$ cat config.mk
export PLATFORM = sky130hd
export DESIGN_NAME = wb_arbiter
export DESIGN_NICKNAME = d
export VERILOG_FILES = /design/src/rtl/wb_arbiter.sv
export SDC_FILE = /design/constraint.sdc
export NUM_CORES = 1
export LEC_CHECK = 0
export CAP_MARGIN = 40
export CELL_PAD_IN_SITES_DETAIL_PLACEMENT = 1
export CELL_PAD_IN_SITES_GLOBAL_PLACEMENT = 2
export CORE_ASPECT_RATIO = 0.5
export CORE_MARGIN = 2
export CORE_UTILIZATION = 35
export CTS_CLUSTER_SIZE = 30
export DETAILED_ROUTE_END_ITERATION = 12
export GPL_TIMING_DRIVEN = 0
export PLACE_DENSITY = 0.83
export SYNTH_ARGS = -nofsm -noshare
export SYNTH_HDL_FRONTEND = slang
export SYNTH_SLANG_ARGS = --single-unit
$ cat constraint.sdc
create_clock -name clk -period 3.4 [get_ports clk]
set_input_delay 0.85 -clock clk [delete_from_list [all_inputs] [get_ports clk]]
set_output_delay 0.85 -clock clk [all_outputs]
set_load 0.01 [all_outputs]
$ cat src/rtl/wb_arbiter.sv
// wb_arbiter: per-unit result FIFOs with round-robin serialisation onto the single ROB writeback port.
package wb_arbiter_pkg;
   typedef logic [3:0] ExpCode_t;
endpackage

module wb_arbiter
   import wb_arbiter_pkg::*;
#(
   parameter int DATA      = 32,
   parameter int ROB_DEPTH = 16,
   parameter int UNITS     = 4,
   parameter int BUF_DEPTH = 2,
   parameter int ROB       = $clog2(ROB_DEPTH)
) (
   input  logic                  clk,
   input  logic                  reset_,
   input  logic                  flush_,
   input  logic [UNITS-1:0]      ex_e_,
   input  logic [UNITS*ROB-1:0]  ex_rob_id,
   input  logic [UNITS*DATA-1:0] ex_data,
   input  logic [UNITS-1:0]      ex_exp_,
   input  ExpCode_t [UNITS-1:0]  ex_exp_code,
   input  logic [UNITS-1:0]      ex_pred_miss_,
   input  logic [UNITS-1:0]      ex_jump_miss_,
   output logic [UNITS-1:0]      ex_busy,
   output logic                  wb_e_,
   output logic [ROB-1:0]        wb_rob_id,
   output logic [DATA-1:0]       wb_data,
   output logic                  wb_exp_,
   output ExpCode_t              wb_exp_code,
   output logic                  wb_pred_miss_,
   output logic                  wb_jump_miss_
);
   localparam int PW = $clog2(BUF_DEPTH);
   localparam int CW = $clog2(BUF_DEPTH + 1);
   localparam int UW = $clog2(UNITS);

   typedef struct packed {
      logic [ROB-1:0]  rob_id;
      logic [DATA-1:0] data;
      logic            exp_;
      ExpCode_t        exp_code;
      logic            pred_miss_;
      logic            jump_miss_;
   } ent_t;

   localparam ent_t WB_RST = '{rob_id: '0, data: '0, exp_: 1'b1, exp_code: '0,
                               pred_miss_: 1'b1, jump_miss_: 1'b1};

   ent_t          mem_q [UNITS][BUF_DEPTH];
   ent_t          mem_d [UNITS][BUF_DEPTH];
   ent_t          in_ent [UNITS];
   logic [CW-1:0] cnt_q [UNITS];
   logic [CW-1:0] cnt_d [UNITS];
   logic [PW-1:0] wp_q [UNITS];
   logic [PW-1:0] wp_d [UNITS];
   logic [PW-1:0] rp_q [UNITS];
   logic [PW-1:0] rp_d [UNITS];
   logic [UW-1:0] last_q, last_d, gnt;
   logic          gnt_v;
   logic [UNITS-1:0] push, pop;
   ent_t          wb_q, wb_d;
   logic          wb_e_q, wb_e_d;

   for (genvar g = 0; g < UNITS; g++) begin : g_unit
      assign in_ent[g] = '{rob_id: ex_rob_id[g*ROB +: ROB], data: ex_data[g*DATA +: DATA],
                           exp_: ex_exp_[g], exp_code: ex_exp_code[g],
                           pred_miss_: ex_pred_miss_[g], jump_miss_: ex_jump_miss_[g]};
      assign ex_busy[g] = cnt_q[g] == CW'(BUF_DEPTH);
      // A full FIFO drops its input even when it is being popped this cycle.
      assign push[g] = flush_ && !ex_e_[g] && !ex_busy[g];
      assign pop[g]  = flush_ && gnt_v && gnt == UW'(g);
   end

   always_comb begin
      gnt_v = 1'b0;
      gnt   = last_q;
      for (int k = 1; k <= UNITS; k++) begin
         if (!gnt_v && cnt_q[(int'(last_q) + k) % UNITS] != '0) begin
            gnt_v = 1'b1;
            gnt   = UW'((int'(last_q) + k) % UNITS);
         end
      end
   end

   always_comb begin
      mem_d  = mem_q;
      wp_d   = wp_q;
      rp_d   = rp_q;
      cnt_d  = cnt_q;
      last_d = last_q;
      wb_d   = wb_q;
      wb_e_d = 1'b1;
      for (int i = 0; i < UNITS; i++) begin
         if (push[i]) begin
            mem_d[i][wp_q[i]] = in_ent[i];
            wp_d[i] = wp_q[i] + 1'b1;
         end
         if (pop[i]) rp_d[i] = rp_q[i] + 1'b1;
         cnt_d[i] = flush_ ? cnt_q[i] + CW'(push[i]) - CW'(pop[i]) : '0;
         if (!flush_) begin
            wp_d[i] = '0;
            rp_d[i] = '0;
         end
      end
      if (flush_ && gnt_v) begin
         wb_d   = mem_q[gnt][rp_q[gnt]];
         wb_e_d = 1'b0;
         last_d = gnt;
      end
   end

   always_ff @(posedge clk or negedge reset_) begin
      if (!reset_) begin
         for (int i = 0; i < UNITS; i++) begin
            cnt_q[i] <= '0;
            wp_q[i]  <= '0;
            rp_q[i]  <= '0;
         end
         last_q <= UW'(UNITS - 1);
         wb_q   <= WB_RST;
         wb_e_q <= 1'b1;
      end else begin
         cnt_q  <= cnt_d;
         wp_q   <= wp_d;
         rp_q   <= rp_d;
         last_q <= last_d;
         wb_q   <= wb_d;
         wb_e_q <= wb_e_d;
      end
   end

   // Storage needs no reset: an entry is only read after being written.
   always_ff @(posedge clk) begin
      mem_q <= mem_d;
   end

   assign wb_e_         = wb_e_q;
   assign wb_rob_id     = wb_q.rob_id;
   assign wb_data       = wb_q.data;
   assign wb_exp_       = wb_q.exp_;
   assign wb_exp_code   = wb_q.exp_code;
   assign wb_pred_miss_ = wb_q.pred_miss_;
   assign wb_jump_miss_ = wb_q.jump_miss_;
endmodule
==> run metrics, run 1 <==
Synth Register Bits=406; Port Buf Inserts=226; Crit-path slowest cell=or4_4; WS Path Type=reg2reg; clock sinks=406; relative slew slack=0.4290; placed cell area=19350 sq um; via count=11570; Final Instance Area=20630 sq um; vias in the first global route=12690; Max FO, Critical Path=10; worst path required time=3830 ps; Routed WL=55410 um; drt drc=0; # H-tree levels=2; number of max-cap violations=0; Routed wire per std cell=25.76 um; Core Area=45140 sq um; vias per inst=5.380; Max VDD drop=0.8310 mV; DRT iter0 DRCs=945; Min Clock Period, post-route=3247 ps; Worst-Margin Slew=856.5 ps; CTS tree=done; Reg clk slew, reported paths=60 ps; initial core utilization=0.3545; Fmax achieved=0.3080 GHz; crit path DAT=3680 ps; Cell Pwr Density=1098 nW/um^2; DPL Wire Length=38250 um; final hold vios=0; Seq/Total Area, Yosys=0.7429; crit-path most repeated cell=clkbuf_4; dominant cells by area after synthesis=edfxtp_1 (65%), dfrtp_1 (8.8%), nand2_1 (8.3%); worst-skew pair later-pin latency=540 ps; area leader, netlist=edfxtp_1; die footprint=47550 sq um; Multi-input gate area=3819 sq um; router iterations before antenna repair=5; weighted congestion at the end of routability-driven global placement=0.8384; filler instances=4709; CTS Root Cell=clkbuf_16; I/O pin total=227; share of post-route cells with drive strength above 1=0.08608; Mean Syn Cell Area=12.99 sq um; Post-synth ARST share=0.1527; first-pass GRT wire length=80500 um; Max Transition Viols Final=0; min-delay worst type=in2async; syn_nets=1419; sequence of cells on the critical path=or4_4, o32ai_4, a21oi_4, clkbuf_4, clkbuf_4, clkbuf_4, nor3_2, ha_1, inv_1, ha_1, xnor2_1, xnor2_1, and2_1; Cell Rows=55; period utilization=0.9550; FF/Latch Area=11890 sq um; largest net degree at the start of global routing=51; area share of the largest cell type after synthesis=0.6455; die outline width=306.4 um; Syn Std Cell Area=16000 sq um; area grow syn2layout=28.91%; fin nets=1700; LEAKAGE=7.459 nW; Worst setup SP type=flip-flop; outcome=finished, final reports clean; die extent in y=155.2 um; Inserted Clock Buffers=40; GR Overflow Total=0; Distinct cells, synth=36; Crit. End Element=flip-flop; clk buf depth=3; Worst path max stage delay=600 ps; total power=22.65 mW; EDFF count, synth=344; main flop type after synthesis=edfxtp_1; clock skew=10.66 ps; Setup violations, final=0; setup_tns=0 ps; GRT Resource Usage Total=0.2288; post-route ant nets=0; Yosys warnings=0; initial antenna violation count=9; cells after synthesis=1232
==> worst paths after layout <==
| path | to | cells after the start | slack, ps | start |
|---|---|---|---|---|
| max in group asynchronous | wb_jump_miss_$_DFFE_PN1P_ | 2 | 2600 | reset_ |
| hold / removal | cnt_q[7]$_DFF_PN0_ | 1 | 160 | reset_ |
| setup / recovery | cnt_q[5]$_DFF_PN0_ | 13 | 150 | cnt_q[0]$_DFF_PN0_ |
| min in group clk | wb_exp_$_DFFE_PN1P_ | 2 | 510 | wb_exp_$_DFFE_PN1P_ |
| hold reg to reg | wb_exp_$_DFFE_PN1P_ | 2 | 510 | wb_exp_$_DFFE_PN1P_ |
| setup reg to reg | cnt_q[5]$_DFF_PN0_ | 13 | 150 | cnt_q[0]$_DFF_PN0_ |
==> synthesized netlist by cell type (10+ instances only) <==
library cell / n
nand2_1: 352
edfxtp_1: 344
nand3_1: 86
dfrtp_1: 56
nor2_1: 56
and3_1: 47
a21oi_1: 43
a311o_1: 43
a31oi_1: 43
clkbuf_1: 40
buf_2: 38
and2_1: 16
nor3_1: 10
==> critical path: cells and delay by family (launching register included) <==
| family | cells | cell delay [ps] |
|---|---|---|
| compound gates | 2 | 280 |
| xor+xnor | 2 | 210 |
| fa+ha+maj | 2 | 420 |
| buf+inv | 4 | 760 |
| flops | 1 | 460 |
| simple gates | 3 | 1000 |
==> flip-flops by register name, indices dropped and copies added (netlist names) <==
register       flops
wb_rob_id          4
wb_jump_miss_      1
mem_q            344
last_q             2
rp_q               4
cnt_q              8
wb_data           32
wb_exp_            1
wb_pred_miss_      1
wb_e_              1
wp_q               4
wb_exp_code        4
==> cells in the final DEF, fill, tap and decap left out, types with 2 or more instances in the layout <==
cell type,n
and2_1,16
buf_12,8
dfstp_2,6
nor2_2,2
ha_1,8
nand2_1,352
edfxtp_1,344
buf_16,5
dfrtp_1,56
xor2_1,8
and3_1,43
clkbuf_2,2
o21ai_0,2
nor2_1,51
and3_2,4
clkinv_2,6
xnor2_1,8
inv_1,4
inv_6,2
a21oi_1,43
clkdlybuf4s50_1,225
nor3_1,6
mux2i_1,2
buf_4,6
nand3_1,86
nor2_4,4
buf_2,32
clkbuf_1,47
diode_2,8
a311o_1,43
clkbuf_4,5
a31oi_1,43
nor3_2,3
clkbuf_16,41
clkinv_1,12
nor2b_1,5
==> logic make-up (layout without fill, tap and decap cells) <==
logic type | after synthesis | after routing | synth area share
mux | 3 | 3 | 0.002189
flops | 406 | 406 | 0.7429
simple gates | 575 | 575 | 0.1538
buf+inv | 85 | 398 | 0.02314
other cells | 0 | 8 | 0
compound gates | 139 | 139 | 0.06294
xor+xnor | 16 | 16 | 0.008757
fa+ha+maj | 8 | 8 | 0.006255
==> metrics by stage <==
stage / worst slack (ps) / instances / utilization / hold WS, ps
2_1_floorplan: 406.8 / 1232 / - / 486.8
3_3_place_gp: -1581 / 2056 / 0.4214 / 499.6
3_5_place_dp: -760.7 / 2070 / 0.4286 / 497.6
4_1_cts: 12.17 / 2142 / 0.4555 / 150.2
5_1_grt: -3.958 / 2151 / 0.4570 / 143.8
6_report: 152.9 / 2151 / 0.4570 / 158.4
==> cell type report <==
type                            instances  share of cell area
Antenna cell                            8           0.0009704
Multi-Input combinational cell        741              0.1851
Timing Repair Buffer                  242              0.1251
Buffer                                 77             0.01735
Tap cell                              598             0.03627
Inverter                                5           0.0009704
Clock buffer                           53             0.05192
Clock inverter                         21            0.006065
Sequential cell                       406              0.5763
==> routing by layer <==
metal	vias up	global-route usage	share of wire
li1	5022	-	-
met1	6022	0.2792	0.40
met2	418	0.4117	0.52
met3	110	0.03528	0.052
met4	0	0.08660	0.030
met5	-	0	0
==> power breakdown <==
part / leakage [nW] / switching [mW] / total (mW) / internal, mW
clock network: 0.581 / 1.92 / 4.22 / 2.30
logic: 3.01 / 8.10 / 11.8 / 3.74
registers: 3.87 / 0.390 / 6.59 / 6.20
==> what timing repair did <==
item	in CTS	in global routing
hold endpoints to repair	0	0
hold buffers	0	0
pin swaps	2	1
buffers inserted	1	1
endpoints found under the setup margin	34	11
gates resized for setup	8	12
No activity file was read; power rests on OpenSTA's default activity.
==> run 2, diff against run 1 <==
--- a/config.mk
+++ b/config.mk
@@ -5,6 +5,7 @@
 export SDC_FILE = /design/constraint.sdc
 export NUM_CORES = 1
 export LEC_CHECK = 0
+export ABC_AREA = 1
 export CAP_MARGIN = 40
 export CELL_PAD_IN_SITES_DETAIL_PLACEMENT = 1
 export CELL_PAD_IN_SITES_GLOBAL_PLACEMENT = 2
@@ -14,7 +15,7 @@
 export CTS_CLUSTER_SIZE = 30
 export DETAILED_ROUTE_END_ITERATION = 12
 export GPL_TIMING_DRIVEN = 0
-export PLACE_DENSITY = 0.83
+export PLACE_DENSITY = 0.85
 export SYNTH_ARGS = -nofsm -noshare
 export SYNTH_HDL_FRONTEND = slang
 export SYNTH_SLANG_ARGS = --single-unit
==> run metrics, run 2 <==
clock sinks=406 (unchanged); Port Buf Inserts=226 (unchanged); Routed wire per std cell=23.01 um (-11%); # H-tree levels=2 (unchanged); area leader, netlist=edfxtp_1; max reg flops=344 (unchanged); weighted congestion at the end of routability-driven global placement=0.8076 (-3.7%); WS Path Type=in2reg; router iterations before antenna repair=5 (unchanged); Post-synth ARST share=0.1527 (unchanged); met1 usage=0.2820 (+0.002827); largest net degree at the start of global routing=35 (-31%); Mean Syn Cell Area=11.23 sq um (-14%); final hold vios=0 (unchanged); die outline width=312.1 um (+1.9%); top post-synthesis cells by count=nand2_1 (604), edfxtp_1 (344), nand3_1 (283); initial core utilization=0.3544 (about the same); worst path required time=3660 ps (-170 ps); Cell Rows=56 (+1.8%); Fmax achieved=0.3171 GHz (+3.0%); most frequent cells in the layout=nand2_1 (604), edfxtp_1 (344), nand3_1 (283); Crit-path slowest cell=nor2_4; Place WS=-369.9 ps (+390.8 ps); Routed WL=56100 um (+1.3%); Distinct cells, synth=28 (-22%); most common cell in the netlist=nand2_1; main flop type after synthesis=edfxtp_1; die footprint=49330 sq um (+3.7%); area grow syn2layout=28.86% (about the same); Seq/Total Area, Yosys=0.7156 (-0.02730); Reg with most FFs=mem_q; filler instances=5018 (+6.6%); I/O pin total=227 (unchanged); M3 GR Usage=0.03615 (+0.0008728); dominant cells by area after synthesis=edfxtp_1 (62%), nand2_1 (14%), nand3_1 (8.5%); Worst path max stage delay=660 ps (+60 ps); flop2flop setup slack=280 ps (+130 ps); area share of the largest cell type after synthesis=0.6218 (-0.02372); Syn Std Cell Area=16610 sq um (+3.8%); # resized after CTS=0 (-8); Inserted Clock Buffers=40 (unchanged); post-route ant nets=0 (unchanged); share of post-route cells with drive strength above 1=0.09460 (+0.008518); die extent in y=158.1 um (+1.8%); crit-path most repeated cell=buf_16; crit path DAT=3410 ps (-270 ps); period utilization=0.9274 (-0.02765); fin nets=1952 (+15%); worst r2r path cells=15 (+2); min-delay worst type=in2async; GR Overflow Total=0 (unchanged); Placed Instances=2361 (+14%); met2 Use GR=0.4076 (-0.004108); number of max-cap violations=0 (unchanged); reg2reg end=wb_data[28]$_DFFE_PN0P_; Crit. End Element=flip-flop; smallest setup slack after layout=246.9 ps (+94.00 ps); Yosys warnings=0 (unchanged); Non-Filler Instances=2438 (+13%); Reg clk slew, reported paths=60 ps (about the same); via count=12450 (+7.6%); vias in the first global route=13290 (+4.7%); relative slew slack=0.4352 (+0.006224); clock skew=26.24 ps (+15.57 ps); cells after synthesis=1480 (+20%); Reg2Reg Launch Point=last_q[1]$_DFFE_PN1P_; Worst setup SP type=input pin; DRT iter0 DRCs=1144 (+21%); Worst-Margin Slew=847.2 ps (-9.337 ps); clk buf depth=3 (unchanged); Setup Buffers After CTS=0 (-1); Max FO, Critical Path=17 (+7); cts hold-fix bufs=0 (unchanged); CTS tree=done; Max Transition Viols Final=0 (unchanged); outcome=finished, final reports clean; sequence of cells on the critical path=clkdlybuf4s50_1, inv_1, or3_1, clkbuf_1, nor2_4, buf_16, buf_16; EDFF count, synth=344 (unchanged); Core Area=46880 sq um (+3.8%); RSZ-0062 raised after global routing=false; drt drc=0 (unchanged); CTS Root Cell=clkbuf_16; syn_nets=1667 (+17%); Setup violations, final=0 (unchanged); GRT busiest layer=met2; first-pass GRT wire length=82800 um (+2.9%); GRT Resource Usage Total=0.2269 (-0.001907); Synth Register Bits=406 (unchanged); commonest non-fill, non-tap cell in the layout=nand2_1; worst-skew pair later-pin latency=570 ps (+30 ps); Min Clock Period, post-route=3153 ps (-94.00 ps); initial antenna violation count=3 (-6); vias per inst=5.106 (-5.1%); DPL Wire Length=38990 um (+1.9%)
-- run 2: cells by family after synthesis --
logic type | synth area share
xor+xnor | 0.004217
buf+inv | 0.03261
compound gates | 0.005949
simple gates | 0.2356
fa+ha+maj | 0.006025
flops | 0.7156
-- run 2: stage by stage --
| stage | util | hold slack (ps) | area [sq um] | setup TNS (ps) |
|---|---|---|---|---|
| CTS | 0.4564 | 277.2 | 21390 | 0 |
| finish | 0.4567 | 271.6 | 21410 | 0 |
| detailed placement | 0.4290 | 467.4 | 20110 | -9038 |
| floorplan | - | 432.7 | 16620 | -73380 |
| global route | 0.4567 | 296.4 | 21410 | 0 |
| global placement | 0.4198 | 457.5 | 19680 | -1030560 |
-- run 2: layout make-up --
cell class	instances	area, sq um	area share
multi-input cells	960	4248	0.1984
inverters	29	108.9	0.005085
well taps	638	798.3	0.03729
flip-flops and latches	406	11890	0.5553
clock buffers	58	1150	0.05371
plain buffers	85	435.4	0.02034
clock inverters	16	133.9	0.006254
repair buffers	243	2638	0.1232
diodes	3	7.507	0.0003507
-- run 2: metal layers --
layer / wire, um / vias to the layer above
met2: 28600 / 425
met3: 3489 / 82
met1: 22860 / 6310
li1: - / 5631
met5: 0 / -
met4: 1157 / 0
-- run 2: worst max path at each step --
stage	startpoint	endpoint	slack (ps)
4_1_cts	flush_	mem_q[17]$_DFFE_PP_	210
2_1_floorplan	flush_	mem_q[0]$_DFFE_PP_	-280
5_1_grt	last_q[1]$_DFFE_PN1P_	wb_data[29]$_DFFE_PN0P_	9
3_3_place_gp	flush_	mem_q[225]$_DFFE_PP_	-3260
3_5_place_dp	flush_	mem_q[20]$_DFFE_PP_	-370
6_report	flush_	mem_q[17]$_DFFE_PP_	250
-- run 2: worst max-delay path: cells and delay by family --
kind,cells,cell delay [ps]
buffers and inverters,5,1460
AND/OR/NAND/NOR,2,1070
Power of run 2 is not shown: default switching activity piles up to over one toggle a cycle in this logic, so the estimate is an artifact.
==> run 3, diff against run 2 <==
--- a/config.mk
+++ b/config.mk
@@ -14,8 +14,10 @@
 export CORE_UTILIZATION = 35
 export CTS_CLUSTER_SIZE = 30
 export DETAILED_ROUTE_END_ITERATION = 12
-export GPL_TIMING_DRIVEN = 0
+export GPL_TIMING_DRIVEN = 1
+export HOLD_SLACK_MARGIN = 0.03
 export PLACE_DENSITY = 0.85
+export SKIP_LAST_GASP = 1
 export SYNTH_ARGS = -nofsm -noshare
 export SYNTH_HDL_FRONTEND = slang
 export SYNTH_SLANG_ARGS = --single-unit
==> run metrics, run 3 (synthesized netlist as in run 2, its figures left out) <==
Reg clk slew, reported paths=70 ps (about the same); sequence of cells on the critical path=inv_2, o21ai_1, nand3_2, nand2_4, nand2_1, inv_1, nand3_1, nand2_4, nand3_1, nand2_2, buf_12, nand2_1, nand3_1, nand2_1; DRT iter0 DRCs=855 (-25%); GR Overflow Total=0 (unchanged); weighted congestion at the end of routability-driven global placement=0.8099 (+0.28%); number of max-cap violations=0 (unchanged); outcome=finished, final reports clean; Reg with most FFs=mem_q; # H-tree levels=2 (unchanged); crit path DAT=3370 ps (-40 ps); Routed wire per std cell=21.40 um (-7.0%); max reg flops=344 (unchanged); die footprint=49330 sq um (unchanged); Crit path buffers/inverters=3 (-2); I/O pin total=227 (unchanged); area grow syn2layout=27.57%; Min Clock Period, post-route=2963 ps (-190.0 ps); min-delay worst type=in2async; cts hold-fix bufs=0 (unchanged); post-route core utilization=0.4521 (-0.004564); Setup Buffers After CTS=0 (unchanged); Worst-Margin Slew=731.2 ps (-116.0 ps); Fmax achieved=0.3375 GHz (+6.4%); via count=11810 (-5.1%); largest net degree at the start of global routing=110 (+210%); relative slew slack=0.5126 (+0.07734); drt drc=0 (unchanged); final hold vios=0 (unchanged); FF/Latch Area=11890 sq um (unchanged); most frequent cells in the layout=nand2_1 (600), edfxtp_1 (344), nand3_1 (283); Routed WL=50670 um (-9.7%); Cell Rows=56 (unchanged); die outline width=312.1 um (unchanged); fin nets=1881 (-3.6%); first-pass GRT wire length=75950 um (-8.3%); Inserted Clock Buffers=39 (-2.5%); router iterations before antenna repair=4 (-1); hold slack=250.0 ps (-21.65 ps); initial antenna violation count=5 (+2); DPL Wire Length=31980 um (-18%); Port Buf Inserts=226 (unchanged); smallest setup slack after layout=436.9 ps (+190.0 ps); CTS Root Cell=clkbuf_16; clock sinks=406 (unchanged); Multi-input gate area=4284 sq um (+0.85%); Crit path max-delay family=simple AND/OR/NAND/NOR gates; WS Path Type=reg2reg; initial core utilization=0.3544 (unchanged); worst-skew pair later-pin latency=540 ps (-30 ps); clk buf depth=3 (unchanged); Crit-path slowest cell=dfstp_2; Max Transition Viols Final=0 (unchanged); commonest non-fill, non-tap cell in the layout=nand2_1; Setup violations, final=0 (unchanged); share of post-route cells with drive strength above 1=0.07197 (-0.02263); CTS tree=done; Worst setup SP type=flip-flop; worst path required time=3800 ps (+140 ps); post-route ant nets=0 (unchanged); GRT Resource Usage Total=0.2048 (-0.02209); vias in the first global route=12460 (-6.3%); RSZ-0062 raised after global routing=false; # resized after CTS=0 (unchanged); vias per inst=4.991 (-2.2%); Core Area=46880 sq um (unchanged); Max FO, Critical Path=39 (+22); Crit. End Element=flip-flop; Worst path max stage delay=660 ps (about the same); period utilization=0.8715 (-0.05587); clock skew=18.74 ps (-7.499 ps); Place WS=387.5 ps (+757.5 ps); die extent in y=158.1 um (unchanged); filler instances=5016 (-0.040%)
==> run 3: changes by cell type in the layout (fill, tap and decap cells not counted), moves of 3 or more <==
| cell | change |
|---|---|
| diode_2 | +3 |
| clkinv_2 | -4 |
| clkbuf_1 | -18 |
| buf_6 | -3 |
| buf_1 | -9 |
| nand2_1 | -4 |
| buf_4 | +5 |
| bufinv_16 | +6 |
| buf_16 | -4 |
| buf_12 | +6 |
| buf_2 | -48 |
==> run 3: area by class of cell <==
cell class,instances,area share
diodes,6,0.0007084
clock buffers,52,0.05024
clock inverters,18,0.01364
inverters,29,0.005136
multi-input cells,960,0.2021
flip-flops and latches,406,0.5610
well taps,638,0.03766
repair buffers,258,0.1295
==> run 3: through the flow <==
| step | cells | area [sq um] | setup TNS, ps |
|---|---|---|---|
| final | 2367 | 21190 | 0 |
| after global routing | 2366 | 21190 | 0 |
| after CTS | 2361 | 21180 | 0 |
| after detailed placement | 2291 | 19830 | 0 |
| after global placement | 2290 | 19800 | 0 |
| after floorplan | 1480 | 16620 | -73380 |
==> run 3: per-layer routing <==
layer  GRT usage  vias up  share of wire
li1            -     5484              -
met1      0.2521     6031           0.41
met2      0.3786      245           0.53
met3     0.02764       54          0.038
met4     0.05838        0          0.020
met5           0        -              0
==> run 3: path summary, 6_finish.rpt <==
path	from	endpoint	slack, ps	cells past startpoint
worst min register to register	wb_exp_$_DFFE_PN1P_	wb_exp_$_DFFE_PN1P_	480	2
worst max-delay path	last_q[0]$_DFFE_PN1P_	wb_rob_id[2]$_DFFE_PN0P_	440	14
max in group asynchronous	reset_	wb_exp_$_DFFE_PN1P_	2470	2
worst max register to register	last_q[0]$_DFFE_PN1P_	wb_rob_id[2]$_DFFE_PN0P_	440	14
min in group clk	wb_exp_$_DFFE_PN1P_	wb_exp_$_DFFE_PN1P_	480	2
worst min-delay path	reset_	wb_data[22]$_DFFE_PN0P_	250	1
==> run 3: worst reg2reg max path, cell delays in order (launching register included) <==
cell and delay, ps:
dfstp_2 660, inv_2 160, o21ai_1 170, nand3_2 160, nand2_4 180, nand2_1 130, inv_1 80, nand3_1 110
nand2_4 310, nand3_1 150, nand2_2 160, buf_12 280, nand2_1 130, nand3_1 90, nand2_1 80
Power of run 3 is left out for the same reason.
==> patch: new RTL, flow settings as in run 3 <==
Reset style: synchronous (`reset_`), changed in one clocked block.
--- a/src/rtl/wb_arbiter.sv
+++ b/src/rtl/wb_arbiter.sv
@@ -110,7 +110,7 @@
       end
    end
 
-   always_ff @(posedge clk or negedge reset_) begin
+   always_ff @(posedge clk) begin
       if (!reset_) begin
          for (int i = 0; i < UNITS; i++) begin
             cnt_q[i] <= '0;
Behaviour: differs if reset_ is asserted again (counterexample within 4 cycles, from zero or initial values and one cycle with reset_ low); with reset_ held inactive, the same outputs for 4 cycles.
==> patch against run 3 <==
- routed wire length rose by 9.6%
- setup slack got worse by 0.16 ns
- via count rose by 11%
- design area rose by 2.6%
- critical path depth rose by 3
- sequential cell count did not move
- synthesized area rose by 4.0%
==> patch: results (changes against run 3) <==
metric,value,unit,change
grtUsageTotal,21.5,%,+0.98 points
non_clock_buffer_area_share,13.2,%,+0.26 points
place_ws,0.262,ns,-0.125 ns
worst_pin_slew,0.872,ns,+0.141 ns
grt_pass1_vias,13800,,+11%
taps,649,,+1.7%
syn-num-nets,1934,,+16%
yosys-top-cells-area,"edfxtp_1, nand2_1, dfxtp_1",,
status,completed,,
drt_pass1_iterations,7,,+3
slowest_stage,buf_4,,
ys_seq_area_share,67.0,%,-4.6 points
syn2layout_area_growth,26.0,%,
path_max_fanout,66,,+69%
multiInputGateArea,4980,sq um,+16%
dp_hpwl,34.9,mm,+9.1%
buffers_excl_clock,271,,+5.0%
r2r_end,wb_data[6],,
fin_nets,2150,,+14%
stdcell_count,2648,,+12%
cts-buffers-inserted,40,,+2.6%
seqCellArea,11600,sq um,-2.7%
r2r_setup_slack,0.28,ns,-0.16 ns
drive_gt1_share,6.97,%,-0.22 points
worstSetupStartpoint,last_q[0],,
use_met3,2.58,%,-0.18 points
detail_route.wirelength,55.5,mm,+9.6%
n_fill_cell,5428,,+8.2%
## patch: layer usage
layer,vias up,part of all wire [%]
met5,-,0
met4,0,3.0
met3,91,4.1
met2,312,50
met1,6490,43
li1,6189,-
## patch: cells by family after synthesis
kind of cell | after synthesis | synth area share [%]
flip-flops | 406 | 67.0
AO/OA/AOI/OAI | 19 | 0.587
AND/OR/NAND/NOR | 1140 | 26.9
XOR/XNOR | 4 | 0.203
buffers and inverters | 170 | 4.71
adder cells (fa/ha/maj) | 8 | 0.580
## patch: through the flow
step | power, mW | hold slack, ns
floorplan | 15.6 | 0.446
global placement | 19.9 | 0.465
detailed placement | 20.2 | 0.480
CTS | 24.5 | 0.490
global route | 26.4 | 0.522
finish | 24.3 | 0.490
## patch: what timing repair did
item | CTS | global route
endpoints found under the setup margin | 0 | 12
resized for setup | 0 | 1
hold buffers | 0 | 0
buffers inserted | 0 | 0
## patch: report_power, final
part           internal [mW]  switching (mW)
clock                   2.39            1.89
sequential              5.86           0.220
combinational           4.16            9.82
total                   12.4            11.9
